===== src/rtl/button_pulse_conditioner_pkg.sv =====
// Shared definitions for the button conditioner: FSM encoding and a
// ceiling-log2 helper used to sanity-check counter widths at elaboration.
package button_pulse_conditioner_pkg;

  typedef enum logic [1:0] {
    IDLE        = 2'd0,
    WAIT_REPEAT = 2'd1,
    REPEAT      = 2'd2
  } state_t;

  function automatic int clog2(input longint unsigned v);
    int r = 0;
    for (int i = 0; i < 63; i++) begin
      if ((64'd1 << i) < v) r = i + 1;
    end
    return r;
  endfunction

endpackage


===== src/rtl/button_pulse_conditioner_sync_2ff.sv =====
// Two-flop synchronizer for a single asynchronous board input.
module sync_2ff (
  input  logic clk,
  input  logic rst_n,
  input  logic d,
  output logic q
);

  logic s1;

  always_ff @(posedge clk or negedge rst_n) begin
    if (!rst_n) begin
      s1 <= 1'b0;
      q  <= 1'b0;
    end else begin
      s1 <= d;
      q  <= s1;
    end
  end

endmodule


===== src/rtl/button_pulse_conditioner.sv =====
// Debounces a raw push-button and emits one-cycle count pulses per press,
// plus hold-to-repeat pulses while the button stays down.
module button_pulse_conditioner
  import button_pulse_conditioner_pkg::*;
#(
  parameter int STABLE_CYCLES = 500000,
  parameter int REPEAT_DELAY  = 25000000,
  parameter int REPEAT_PERIOD = 5000000,
  parameter int CNT_W         = 25
) (
  input  logic CLK,
  input  logic reset_n,
  input  logic btn_raw,
  output logic btn_level,
  output logic pulse,
  output logic held
);

  localparam longint unsigned MAX_A = (STABLE_CYCLES > REPEAT_DELAY) ? STABLE_CYCLES : REPEAT_DELAY;
  localparam longint unsigned MAX_V = (MAX_A > REPEAT_PERIOD) ? MAX_A : REPEAT_PERIOD;

  if (CNT_W < clog2(MAX_V + 1)) begin : g_cnt_w_check
    $error("CNT_W too narrow for the configured cycle counts");
  end

  localparam logic [CNT_W-1:0] DB_LAST = CNT_W'(STABLE_CYCLES - 1);
  localparam logic [CNT_W-1:0] RD_LAST = CNT_W'(REPEAT_DELAY - 1);
  localparam logic [CNT_W-1:0] RP_LAST = CNT_W'(REPEAT_PERIOD - 1);

  logic             btn_sync;
  logic [CNT_W-1:0] db_cnt;
  logic [CNT_W-1:0] rp_cnt;
  logic [CNT_W-1:0] rp_cnt_nxt;
  logic             db_done;
  logic             level_rise;
  logic             level_fall;
  logic             pulse_nxt;
  state_t           state;
  state_t           state_nxt;

  sync_2ff u_sync (
    .clk  (CLK),
    .rst_n(reset_n),
    .d    (btn_raw),
    .q    (btn_sync)
  );

  // The FSM reacts on the same edge btn_level toggles, so the toggle is decoded combinationally.
  assign db_done    = (btn_sync != btn_level) && (db_cnt == DB_LAST);
  assign level_rise = db_done && btn_sync;
  assign level_fall = db_done && !btn_sync;

  always_ff @(posedge CLK or negedge reset_n) begin
    if (!reset_n) begin
      db_cnt    <= '0;
      btn_level <= 1'b0;
    end else if (btn_sync == btn_level) begin
      db_cnt <= '0;
    end else if (db_cnt == DB_LAST) begin
      btn_level <= btn_sync;
      db_cnt    <= '0;
    end else begin
      db_cnt <= db_cnt + CNT_W'(1);
    end
  end

  always_comb begin
    state_nxt  = state;
    rp_cnt_nxt = rp_cnt;
    pulse_nxt  = 1'b0;
    if (level_fall) begin
      state_nxt  = IDLE;
      rp_cnt_nxt = '0;
    end else begin
      case (state)
        IDLE: begin
          if (level_rise) begin
            pulse_nxt  = 1'b1;
            rp_cnt_nxt = '0;
            state_nxt  = WAIT_REPEAT;
          end
        end
        WAIT_REPEAT: begin
          if (REPEAT_DELAY == 0) begin
            rp_cnt_nxt = '0;
          end else if (rp_cnt == RD_LAST) begin
            pulse_nxt  = 1'b1;
            rp_cnt_nxt = '0;
            state_nxt  = REPEAT;
          end else begin
            rp_cnt_nxt = rp_cnt + CNT_W'(1);
          end
        end
        REPEAT: begin
          if (rp_cnt == RP_LAST) begin
            pulse_nxt  = 1'b1;
            rp_cnt_nxt = '0;
          end else begin
            rp_cnt_nxt = rp_cnt + CNT_W'(1);
          end
        end
        default: begin
          state_nxt  = IDLE;
          rp_cnt_nxt = '0;
        end
      endcase
    end
  end

  always_ff @(posedge CLK or negedge reset_n) begin
    if (!reset_n) begin
      state  <= IDLE;
      rp_cnt <= '0;
      pulse  <= 1'b0;
      held   <= 1'b0;
    end else begin
      state  <= state_nxt;
      rp_cnt <= rp_cnt_nxt;
      pulse  <= pulse_nxt;
      held   <= (state_nxt == REPEAT);
    end
  end

endmodule


===== config.mk =====
export PLATFORM = sky130hd
export DESIGN_NAME = button_pulse_conditioner
export DESIGN_NICKNAME = d
export VERILOG_FILES = /design/src/rtl/button_pulse_conditioner_pkg.sv /design/src/rtl/button_pulse_conditioner_sync_2ff.sv /design/src/rtl/button_pulse_conditioner.sv
export SDC_FILE = /design/constraint.sdc
export NUM_CORES = 1
export LEC_CHECK = 0
export BUFFER_PORTS_ARGS = -buffer_cell sky130_fd_sc_hd__clkbuf_2
export CAP_MARGIN = 40
export CORE_MARGIN = 1
export CORE_UTILIZATION = 40
export DETAILED_ROUTE_END_ITERATION = 7
export GPL_TIMING_DRIVEN = 0
export REMOVE_ABC_BUFFERS = 1
export SETUP_SLACK_MARGIN = 0.3
export SLEW_MARGIN = 10
export SYNTH_ARGS = -nofsm -noshare
export SYNTH_HDL_FRONTEND = slang
export SYNTH_SLANG_ARGS = --single-unit
export TNS_END_PERCENT = 100

===== constraint.sdc =====
create_clock -name CLK -period 3.3 [get_ports CLK]
set_input_delay 0.495 -clock CLK [delete_from_list [all_inputs] [get_ports CLK]]
set_output_delay 0.495 -clock CLK [all_outputs]
set_load 0.005 [all_outputs]

Word-level counts from Yosys, hierarchy flattened --
Index checks and enable logic that the tools add are counted.
Operators by class: add/sub/neg operators 2, equal/unequal tests 9, mux-type cells 16, bitwise operators 1, reductions and logical operators 6
Operators by type and width (count):
- 2-to-1 mux 25 bit | 6
- one-hot mux 25 bit (3 select lines) | 1
- adder 25 x 1 -> 25 bit (second input constant) | 2
- == test 25 x 19 -> 1 bit (second input constant) | 1
- == test 25 x 23 -> 1 bit (second input constant) | 1
- == test 25 bit (second input constant) | 1
- 2-to-1 mux 2 bit | 3
- one-hot mux 2 bit (3 select lines) | 1
- == test 2 bit (second input constant) | 2
- 2-to-1 mux 1 bit | 4
- logical AND 1 bit | 3
- != test 3 bit (second input constant) | 1
- one-hot mux 1 bit (3 select lines) | 1
- == test 2 x 1 -> 1 bit (second input constant) | 1
- zero test 2 bit | 1
- AND reduction 2 bit | 1
- == test 1 bit | 1
- zero test 1 bit | 1
- != test 1 bit | 1
- NOT 1 bit | 1
Storage, ports and cells: flip-flop bits (word level) 57, output and inout bits 3, logic and storage cells 42

Depth between registers and ports, before layout --
Gate-level depths: netlist (run 1).
depth after elaboration 7, mapped depth 9, depth with buffers taken out 7

Cells and area by module --
From an unflattened synthesis (run 1), not the netlist that was laid out.
Unflattened totals: cell total of the unflattened synthesis 339, area total of the unflattened synthesis 3099.2 um2
By module, submodules not included:
- button_pulse_conditioner | instances 1, cells an instance 337, area each 3049.2 um2, seq. area each 1376.3 um2
- sync_2ff | instances 1, cells an instance 2, area each 50.0 um2, seq. area each 50.0 um2

Worst setup path before layout (run 1) --
OpenSTA, ideal clock, no wires.
path kind register to register, start point reg db_cnt[6], end point reg rp_cnt[21], arrival time 2.408 ns, required time 3.172 ns, setup slack 0.764 ns, cell stages (with the launch flop) 9, cells stage by stage dfrtp_1 > or4b_1 > or3_1 > buf_2 > o41a_1 > buf_2 > and2_0 > a31oi_1 > o31ai_1
On the way: longest elaborated chain between the ends 4, elaborated cells on any way between the ends 6
Ends and longest elaborated chain:
- start, declared | RTL line button_pulse_conditioner.sv:31 | logic [CNT_W-1:0] db_cnt;
- start signal, assigned | RTL line button_pulse_conditioner.sv:63 | db_cnt <= db_cnt + CNT_W'(1);
- == test 25 x 19 -> 1 bit * | RTL line button_pulse_conditioner.sv:49 | assign db_done = (btn_sync != btn_level) && (db_cnt == DB_LAST);
- logical AND 1 bit * | RTL line button_pulse_conditioner.sv:49
- logical AND 1 bit (on tied branches) | RTL line button_pulse_conditioner.sv:50, button_pulse_conditioner.sv:51
- != test 3 bit (no source line) / 2-to-1 mux 25 bit (equally long branches)
- end signal, assigned | RTL line button_pulse_conditioner.sv:118 | rp_cnt <= rp_cnt_nxt;
- end, declared | RTL line button_pulse_conditioner.sv:32 | logic [CNT_W-1:0] rp_cnt;
Mark *: on every way between the ends. The rest lies on a longest branch, timed or not. A chain may end at the register's enable or synchronous reset.

Worst setup path in the final report (run 1) --
start point reg db_cnt[6], end point reg rp_cnt[12]
Same word-level chain as after synthesis.

==> results of run 1 <==
-- final cells by class --
class / count / area [um2] / area share
multi-input combinational: 260 / 1610 / 0.462
clock inverter: 5 / 78.8 / 0.0227
tap: 99 / 124 / 0.0356
clock buffer: 11 / 141 / 0.0407
timing repair buffer: 8 / 55.1 / 0.0158
sequential: 57 / 1430 / 0.410
inverter: 12 / 45.0 / 0.0130
-- per-layer routing --
| metal | up-vias | global-route usage | wire length [um] |
|---|---|---|---|
| met3 | 9 | 0.0406 | 227 |
| met4 | 0 | 0.0685 | 111 |
| met5 | - | 0 | 0 |
| li1 | 1247 | - | - |
| met1 | 1217 | 0.260 | 3430 |
| met2 | 44 | 0.242 | 2840 |
-- flip-flops by register name (all words and copies together) (netlist names) --
name       count
db_cnt        25
rp_cnt        25
state          2
btn_level      1
held           1
pulse          1
u_sync.q       1
u_sync.s1      1
-- synthesized netlist by cell type (all sizes together), types with 6 or more instances --
| cell type | n |
|---|---|
| ha | 6 |
| and2 | 7 |
| nor2 | 45 |
| o21ai | 6 |
| a21oi | 6 |
| nand2 | 36 |
| xor2 | 18 |
| nor4 | 9 |
| nor3 | 11 |
| inv | 12 |
| nand4 | 17 |
| nand3 | 25 |
| dfrtp | 57 |
-- worst min path at each step --
stage / startpoint / end / depth (start not counted)
2_1_floorplan: reset_n / btn_level / 0
3_3_place_gp: u_sync.s1 / u_sync.q / 0
3_5_place_dp: u_sync.s1 / u_sync.q / 0
4_1_cts: btn_raw / u_sync.s1 / 1
5_1_grt: btn_raw / u_sync.s1 / 1
6_report: reset_n / rp_cnt[12] / 1
-- worst max-delay path: cells and delay by family (launching register included) --
family,cells,cell delay [ns]
flops,1,0.44
compound gates,1,0.52
simple gates,4,1.65
buf+inv,1,0.18
-- report_power, final --
group | internal, mW | switching, mW
Clock | 0.445 | 0.289
Sequential | 0.703 | 0.00309
Combinational | 0.00533 | 0.0222
Total | 1.15 | 0.315
-- per-stage QoR --
step / setup WS, ns / util / cells / total power [mW] / hold WS (ns)
finish: 0.437 / 0.472 / 452 / 1.47 / 0.233
global route: 0.321 / 0.472 / 452 / 1.52 / 0.255
CTS: 0.306 / 0.469 / 452 / 1.49 / 0.246
detailed placement: 0.0953 / 0.438 / 435 / 0.748 / 0.358
global placement: 0.0943 / 0.435 / 433 / 0.748 / 0.367
floorplan: 0.542 / - / 329 / 0.729 / 0.199
-- timing repair --
| item | CTS | global route |
|---|---|---|
| setup buffers | 1 | 0 |
| setup endpoints to repair | 17 | 8 |
| gates resized for setup | 3 | 3 |
| pin swaps | 0 | 0 |
-- logic make-up (layout without fill, tap and decap cells) --
group | count (synthesis) | count (layout) | synth area share
AO/OA/AOI/OAI | 48 | 48 | 0.121
XOR/XNOR | 23 | 23 | 0.0650
adder cells (fa/ha/maj) | 6 | 6 | 0.0242
buffers and inverters | 22 | 36 | 0.0287
flip-flops | 57 | 57 | 0.460
multiplexers | 1 | 1 | 0.00363
AND/OR/NAND/NOR | 182 | 182 | 0.298
==> run metrics, run 1 <==
Worst setup SP type flop; vias per cell roughly 5.6; Vias 2517; DR iter-0 viols 133; CTS sink count between 50 and 60; RR Endpoint rp_cnt[12]; fillcell total 701; max-cap viol count 0; cts-stage hold buffer count 0; antenna-violating nets left 0; die width between 90 and 100 um; leak pwr between 1 and 1.5 nW; CP max stage delay 0.61 ns; Die Ht 90.0 um; Worst Setup EP rp_cnt[12]; # setup viols final 0; crit path cell chain or4b_1 -> or3_4 -> o41a_4 -> buf_8 -> or4_1 -> nand3_1; Skew-Pair Late Insertion Delay approximately 0.34 ns; Worst Reg-to-Reg Cells 6; maximum clock path buffer count 2; Slew Limit Fails 0; worst vdd ir 170 uV; Critical Path Start db_cnt[6]; gp weighted congestion 0.775; Slowest cell on crit path or4b_1; Final Net Count 357; overall routing resource usage 0.174; EDFF count, synth 0; mean area per synthesized cell 9.14 um2; Root Driver clkbuf_8; synth top area cells dfrtp_1, nor2_1, xor2_1; Mapped Cells 339; H-tree levels 3; number of global-route vias before repair 2282; area delta synth->final 12.2%; Die Outline Area a little over 8000 um2; synthesized area 3100 um2; Core Box Area 7370 um2; RSZ-0062 raised after global routing false; post-synth top area cell dfrtp_1; hold crit path type in2async; synth warn 0; Starting Density 0.421; CTS tree built; RR Startpoint db_cnt[6]; Hold Fails Final Rpt 0; Reg2Reg Setup Slack 0.44 ns; FMAX 349 MHz; I/O Pins 6; Synth top area share 0.460; Power Density between 400 and 500 nW/um2; setup tns final 0 ns; #FFs+latches synth between 50 and 60; wire per inst 14.6 um; critical path class reg2reg; GRT overflow 0; Synth Flop Type dfrtp_1; CP Max Fanout 15; Port Buffers 5; initial antenna violation count 0; total iterations of the first detailed-routing run 4; status complete, no violations; share of cells above drive strength 1 0.0935; first-pass GRT wire length 11.3 mm; final instance area 3480 um2; # rows 31; Post-DP Area 3230 um2; commonest non-fill, non-tap cell in the layout dfrtp_1; Post-Route WL 6.61 mm; hpwl dp approximately 4.4 mm; Netlist cell types 48; Clock transition at path regs 0.07 ns; Tcrit/Tclk final 0.868; Clock Skew 0.00729 ns; diode count 0; CTS Buf Count 9; Setup crit end kind flop; CP arrival 3.14 ns; drt drc 0; sequential-to-total area share from yosys stat 0.460; Synth async-reset ratio 1.00; largest net degree at the start of global routing 58; max_slew headroom 0.477; most frequent cells in the layout dfrtp_1, nor2_1, nand2_1, nand3_1, xor2_1; Worst Path Required 3.58 ns; fin crit period 2.86 ns; Worst Max-Slew Pin Slew 0.785 ns
No activity file was read; power rests on OpenSTA's default activity.
==> run 2, diff against run 1 <==
CAP_MARGIN = default   (was 40)
CTS_BUF_LIST = sky130_fd_sc_hd__clkbuf_2 sky130_fd_sc_hd__clkbuf_4 sky130_fd_sc_hd__clkbuf_8   (was default)
==> run metrics, run 2 (same netlist as run 1, synthesis figures left out) <==
drt drc 0 (unchanged); FMAX 348 MHz (-0.48%); CTS Buf Count 9 (unchanged); maximum clock path buffer count 2 (unchanged); fin util 0.465 (-0.00696); share of cells above drive strength 1 0.0963 (+0.00283); hpwl dp 4.38 mm (-0.71%); Worst Path Required 3.49 ns (-0.09 ns); Worst Max-Slew Pin Slew 0.977 ns (+0.192 ns); Hold Fails Final Rpt 0 (unchanged); commonest non-fill, non-tap cell in the layout dfrtp_1; area delta synth->final 10.5%; # setup viols final 0 (unchanged); Layout Cells excl Fill 452 (unchanged); Skew-Pair Late Insertion Delay 0.33 ns (about the same); CP Max Fanout 25 (+10); max_slew headroom 0.343 (-0.133); Regs by FF count db_cnt x25, rp_cnt x25, state x2; I/O Pins 6 (unchanged); DR iter-0 viols 134 (+0.75%); most frequent cells in the layout dfrtp_1, nor2_1, nand2_1, nand3_1, xor2_1; Worst Reg-to-Reg Cells 5 (-1); total iterations of the first detailed-routing run 4 (unchanged); setup tns final 0 ns (unchanged); vias per cell 5.53 (-0.68%); placed instance count 433 (-0.46%); Core Box Area 7370 um2 (unchanged); first-pass GRT wire length 11.2 mm (-0.61%); status complete, no violations; max-cap viol count 0 (unchanged); Die Outline Area 8100 um2 (unchanged); initial antenna violation count 0 (unchanged); Tcrit/Tclk final 0.872 (+0.00417); hold crit path type in2async; DP Worst Slack 0.0571 ns (-0.0381 ns); gp weighted congestion 0.775 (unchanged); Setup crit end kind flop; Worst setup SP type flop; RSZ-0062 raised after global routing false; Final Net Count 357 (unchanged); CTS sink count 57 (unchanged); RR Startpoint db_cnt[6]; Clock transition at path regs 0.07 ns (about the same); Critical Path Start db_cnt[6]; Post-Route WL 6.64 mm (+0.51%); GRT overflow 0 (unchanged); Slew Limit Fails 0 (unchanged); overall routing resource usage 0.173 (-0.00176); diode count 0 (unchanged); CP arrival 3.07 ns (-0.07 ns); H-tree levels 3 (unchanged); leak pwr 1.39 nW (-1.8%); # rows 31 (unchanged); fillcell total 694 (-1.0%); Starting Density 0.421 (unchanged); worst vdd ir 193 uV (+14%); CTS tree built; largest net degree at the start of global routing 58 (unchanged); post-route setup slack 0.423 ns (-0.0137 ns); die width 90.0 um (unchanged); Port Buffers 5 (unchanged); fin crit period 2.88 ns (+0.0137 ns); wire per inst 14.7 um (+0.51%); cts-stage hold buffer count 0 (unchanged); antenna-violating nets left 0 (unchanged); Power Density 383 nW/um2 (-9.4%); critical path class reg2reg; Die Ht 90.0 um (unchanged); Root Driver clkbuf_8; number of global-route vias before repair 2319 (+1.6%); Clock Skew 0.0132 ns (+0.00594 ns); Vias 2500 (-0.68%); Pwr Total 1.31 mW (-11%)
run 2: cell count changes in the layout (fill, tap and decap cells not counted), sizes merged:
cell      delta
bufinv       -2
clkinv       +1
clkinvlp     +1
run 2: worst max-delay path, cell delays in order, from the launching register on:
cell	delay [ns]
dfrtp_1	0.43
or4b_1	0.61
or3_1	0.52
o41a_4	0.61
and2_1	0.21
or3_1	0.35
run 2: what timing repair did:
item                                    4_1_cts  5_1_grt
resized for setup                             5        1
setup buffers                                 0        3
endpoints found under the hold margin         0        0
endpoints found under the setup margin       22        7
pin swaps                                     1        1
run 2: metrics by stage:
step / area (um2) / hold WS [ns]
floorplan: 3060 / 0.199
global placement: 3200 / 0.367
detailed placement: 3210 / 0.358
CTS: 3400 / 0.258
global route: 3430 / 0.264
finish: 3430 / 0.253
run 2: area by class of cell:
cell class / instances / area, um2 / share of cell area
timing repair buffer: 8 / 50.0 / 0.0146
clock buffer: 11 / 145 / 0.0424
clock inverter: 5 / 31.3 / 0.00913
sequential: 57 / 1430 / 0.416
inverter: 12 / 45.0 / 0.0131
multi-input combinational: 260 / 1600 / 0.468
tap: 99 / 124 / 0.0362
run 2: layer usage:
layer  vias to the layer above  track usage  routed length, um
li1                       1250            -                  -
met1                      1204        0.247               3540
met2                        40        0.251               2880
met3                         6       0.0389                164
met4                         0       0.0699                 63
met5                         -            0                  0
run 2: worst paths after layout:
| kind | slack (ns) | to |
|---|---|---|
| worst min-delay path | 0.25 | rp_cnt[6] |
| min in group CLK | 0.27 | u_sync.s1 |
| worst max register to register | 0.42 | rp_cnt[18] |
| worst min register to register | 0.37 | u_sync.q |
| worst max-delay path | 0.42 | rp_cnt[18] |
| max in group asynchronous | 2.51 | rp_cnt[17] |
run 2: power by group:
part	switching [mW]	internal, mW
clock	0.279	0.298
sequential	0.00311	0.703
combinational	0.0222	0.00532
